--- src/rtl/prim_lfsr_chk_pkg.sv ---
// prim_lfsr_chk_pkg: shared types and constants
// for the self-synchronising PRBS stream checker.
package prim_lfsr_chk_pkg;

    typedef enum logic {
        SEARCH = 1'b0,
        LOCKED = 1'b1
    } state_e;

    // x^7 + x^6 + 1
    localparam logic [6:0] PRBS7_TAPS = 7'h60;

    function automatic bit params_ok(
        input int lfsr_dw,
        input int in_dw,
        input int lock_cnt,
        input int loss_cnt,
        input int cnt_dw
    );
        return (lfsr_dw >= 3) && (lfsr_dw <= 64) &&
               (in_dw >= 1) && (in_dw <= lfsr_dw) &&
               (lock_cnt >= 1) && (loss_cnt >= 1) &&
               (cnt_dw >= 1);
    endfunction

endpackage

--- src/rtl/prim_lfsr_chk_step.sv ---
// prim_lfsr_chk_step: one beat of the checker, unrolled
// bit by bit (oldest bit first) in combinational logic.
module prim_lfsr_chk_step
    import prim_lfsr_chk_pkg::*;
#(
    parameter int unsigned       LfsrDw = 7,
    parameter logic [LfsrDw-1:0] Taps   = PRBS7_TAPS,
    parameter int unsigned       InDw   = 1,
    localparam int unsigned      FillW  = $clog2(LfsrDw + 1)
) (
    input  logic [LfsrDw-1:0] i_s,
    input  logic [InDw-1:0]   i_data,
    input  state_e            i_mode,
    input  logic [FillW-1:0]  i_fill,
    output logic [LfsrDw-1:0] o_s,
    output logic [FillW-1:0]  o_fill,
    output logic [InDw-1:0]   o_mis,
    output logic [InDw-1:0]   o_vld
);

    // Predict, compare and shift each bit; LOCKED shifts
    // the prediction, SEARCH shifts the received bit.
    always_comb begin
        logic [LfsrDw-1:0] w_s;
        logic              w_pred;
        logic              w_in;
        int unsigned       w_fill;
        w_s    = i_s;
        w_fill = 32'(i_fill);
        w_pred = 1'b0;
        w_in   = 1'b0;
        o_mis  = '0;
        o_vld  = '0;
        for (int i = InDw - 1; i >= 0; i--) begin
            w_pred   = ^(w_s & Taps);
            o_vld[i] = (i_mode == LOCKED) || (w_fill == LfsrDw);
            o_mis[i] = o_vld[i] & (w_pred ^ i_data[i]);
            w_in     = (i_mode == LOCKED) ? w_pred : i_data[i];
            w_s      = {w_s[LfsrDw-2:0], w_in};
            if (w_fill < LfsrDw) begin
                w_fill = w_fill + 1;
            end
        end
        o_s    = w_s;
        o_fill = FillW'(w_fill);
    end

endmodule

--- config.mk ---
export PLATFORM = sky130hd
export DESIGN_NAME = prim_lfsr_chk_step
export DESIGN_NICKNAME = d
export VERILOG_FILES = /design/src/rtl/prim_lfsr_chk_pkg.sv /design/src/rtl/prim_lfsr_chk_step.sv
export SDC_FILE = /design/constraint.sdc
export NUM_CORES = 1
export LEC_CHECK = 0
export CORE_AREA = 8 8 45 47
export DETAILED_ROUTE_END_ITERATION = 12
export DIE_AREA = 0 0 53 55
export DONT_BUFFER_PORTS = 1
export PLACE_DENSITY_LB_ADDON = 0.2
export SLEW_MARGIN = 20
export SYNTH_ARGS = -nofsm -noshare
export SYNTH_HDL_FRONTEND = slang
export SYNTH_SLANG_ARGS = --single-unit
--- constraint.sdc ---
create_clock -name vclk -period 3
set_input_delay 0.6 -clock vclk [all_inputs]
set_output_delay 0.6 -clock vclk [all_outputs]
set_load 0.01 [all_outputs]
Yosys cells after proc, flatten, opt, wreduce, memory -nomap -nowiden. Cells that the tools add are included.

Flip-flop bits (word level): 0. Logic and storage cells: 9. Output and inout bits: 12. Input port bits: 12.

Bitwise logic cells: 2. Mux-type cells: 2. Reductions and logical operators: 2. Order comparisons: 1. $add $sub $neg: 1. Equality and inequality tests: 1.

Operators with widths (number): 7-bit parity (1); 3-bit by 1-bit adder with 3-bit output (second input constant) (1); 3-bit == test (second input constant) (1); 3-bit < comparator (second input constant) (1); 3-bit two-way mux (1); 1-bit bitwise AND (1); 1-bit logical OR (1); 1-bit two-way mux (1); 1-bit XOR (1).

Depth between registers and ports, before layout. Gate-level depths: netlist (run 1).

Depth after elaboration: 3. Mapped depth: 4. Depth with buffers taken out: 4.

Least setup slack after synthesis (run 1). Ideal clock, no wire load.

Kind: input -> output. Start point: input port i_fill[0]. End point: output port o_vld. Stages on the path: 3. Arrival: 1.281 ns. Slack: 1.119 ns. Path buffers: 0. Data required time: 2.400 ns. Cell sequence: ha_1 ha_1 or2_2.

Cells in the longest elaborated chain, start to end: 2.

RTL lines: from (decl) (RTL line prim_lfsr_chk_step.sv:14) `input logic [FillW-1:0] i_fill,`; 3-bit == test (RTL line prim_lfsr_chk_step.sv:36) `o_vld[i] = (i_mode == LOCKED) || (w_fill == LfsrDw);`; 1-bit logical OR (RTL line prim_lfsr_chk_step.sv:36); to (decl) (RTL line prim_lfsr_chk_step.sv:18) `output logic [InDw-1:0] o_vld`.

Every way passes these cells.

Worst setup path in the final report (run 1). Same ends and word-level chain as after synthesis.

==> results.py, run 1 <==
metrics = {
    "outcome": {
        "status": "finished clean",
    },
    "synthesis": {
        "synth_top_area_frac": 0.319,
        "synth_most_common_cell": "buf_4",
        "synth_area_leader_cell": "buf_4",
        "synthTopCellsByArea": "buf_4 32%, ha_1 18%, nand2b_1 8.8%",
        "ys_warn_count": 0,
        "yosysSeqAreaShare": 0,
        "synth_common_cells": "6 x buf_4, 2 x ha_1, 2 x nand2_1, 2 x nand2b_1",
        "synthesis.nets": 34,
        "syn_inst": 20,
        "syn_avg_cell_area_um2": 7.07,
        "synth_cell_types": 12,
        "netlist_area_um2": 141,
    },
    "route": {
        "routed_wl_um": 305,
        "drtPass1Iterations": 2,
        "detail_route.drc_violations": 0,
        "vias_per_cell": 3.47,
        "wl_per_cell_um": 10.2,
        "vias": 104,
        "ant_nets": 0,
        "drt_iter0_drc": 2,
    },
    "floorplan": {
        "rows": 14,
        "die_area_um2": 2920,
        "fp.dieH_um": 55,
        "ioPinCount": 24,
        "core_area_um2": 1380,
        "die_w_um": 53,
        "start_util": 0.102,
    },
    "sta": {
        "setup_viol": 0,
        "tightestPinTransition_ps": 288,
        "fin_crit_sh": 0.639,
        "rsz0062_at_grt": "false",
        "slew_violations": 0,
        "holdWs_ps": 1200,
        "clock.fmax_mhz": 521,
        "finalSetupTns_ps": 0,
        "max-slew-margin-rel": 0.802,
        "hold_viol_final": 0,
        "fin_ws_ps": 1080,
        "post-route-min-period_ps": 1920,
    },
    "grt": {
        "grt_pass1_wl_um": 427,
        "antenna_found_initial": 0,
        "grt_pass1_vias": 114,
        "grt_use_total": 0.0174,
        "grt-ovfl-total": 0,
        "grt_max_degree": 6,
    },
    "setup_path": {
        "crit_path_frequent_cell": "ha_1",
        "path_cells": "ha_1 > ha_1 > or2_2",
        "cp_data_required_time_ps": 2400,
        "slowest_delay_ps": 340,
        "start_kind": "primary input",
        "slowest_stage": "or2_2",
        "crit_arrival_ps": 1320,
        "criticalPathCategory": "in2out",
        "cp-end-kind": "output pin",
        "path_max_fanout": 3,
    },
    "final_layout": {
        "utilization": 0.0841,
        "nNetsFinal": 30,
        "drive_gt1_frac": 0.0714,
        "num-fill-cells": 155,
        "finalNonFillerCells": 30,
        "syn2layout_area_growth_pct": -17.7,
        "design_area_um2": 116,
        "regArea_um2": 0,
        "multi_input_area_um2": 96.3,
        "insertedDiodeCount": 0,
        "nFlopsAndLatches": 0,
        "n_clock_buffer": 0,
    },
    "place": {
        "place_congestion": 0.660,
        "placedCellCount": 30,
        "port_buffers": 0,
        "placed_area_um2": 116,
        "dp_worst_setup_slack_ps": 1060,
    },
    "clock_tree": {
        "hold_buffers": 0,
        "ctsResizeCount": 0,
        "cts_setup_buffers": 0,
    },
    "flow_run": {
        "maxCapViolCount": 0,
    },
    "power": {
        "cellPowerDensity_nw_per_um2": 141,
        "peakVddDrop_uv": 29.7,
        "total_power_mw": 0.0164,
        "internal_power_mw": 0.00666,
        "pwr-share-comb": 1.000,
        "clockPowerShare": 0,
        "power_switching_mw": 0.00977,
        "switching_share": 0.594,
        "p_leak_nw": 0.0488,
        "seq_power_share": 0,
    },
    "hold_path": {
        "hp-class": "in2out",
    },
}
## cells by family after synthesis
group | Yosys count | share of synthesized area
AOI/OAI and AO/OA | 3 | 0.124
xor gates and xnor gates | 1 | 0.0620
adders and majority gates | 2 | 0.177
buffers and inverters | 6 | 0.319
muxes | 1 | 0.0708
and+or+nand+nor | 7 | 0.248
## cell usage in the layout (no fill, tap or decap)
cell,instances
o21bai_1,1
o21ai_0,1
a21oi_1,1
mux2i_1,1
nor2_1,1
or2_2,1
ha_1,2
nand2b_1,2
xnor2_1,1
nand2_1,2
nand3_1,1
## path summary, 6_finish.rpt
check	startpoint	endpoint	slack (ps)	depth (start not counted)
setup / recovery	i_fill[0]	o_vld	1080	3
hold / removal	i_s[0]	o_s[1]	1200	0
## layout make-up
class / count / share of cell area
Multi-Input combinational cell: 14 / 0.828
Tap cell: 16 / 0.172
## power by group through the flow
| stage | clock [mW] | sequential [mW] | combinational (mW) |
|---|---|---|---|
| after floorplan | 0 | 0 | 0.0226 |
| after global placement | 0 | 0 | 0.0164 |
| after detailed placement | 0 | 0 | 0.0168 |
| after CTS | 0 | 0 | 0.0169 |
| after global routing | 0 | 0 | 0.0184 |
| final | 0 | 0 | 0.0164 |
## routing by layer
metal | global-route usage | part of all wire | vias up | wire, µm
met4 | 0.00431 | 0 | 0 | 0
met3 | 0.0107 | 0.28 | 0 | 85
li1 | - | - | 50 | -
met5 | 0 | 0 | - | 0
met1 | 0.0211 | 0.44 | 40 | 135
met2 | 0.0254 | 0.27 | 14 | 83
## worst max-delay path, delay by kind of cell
| family | cells | cell delay, ps |
|---|---|---|
| adders and majority gates | 2 | 380 |
| and+or+nand+nor | 1 | 340 |
Power figures use the tool's default switching activity.
==> run 2, diff against run 1 <==
==> constraint.sdc (replaced) <==
create_clock -name vclk -period 1.7
set_input_delay 0.34 -clock vclk [all_inputs]
set_output_delay 0.34 -clock vclk [all_outputs]
set_load 0.01 [all_outputs]
==> results of run 2 <==
The final DEF is identical to that of run 1. Status: finished clean.
Among the figures that moved: setup slack after placement 1060 ps -> 284 ps; setup slack after layout 1080 ps -> 302 ps; hold slack 1200 ps -> 680 ps; total power 0.0164 mW -> 0.0290 mW; worst IR drop on VDD 29.7 µV -> 52.4 µV
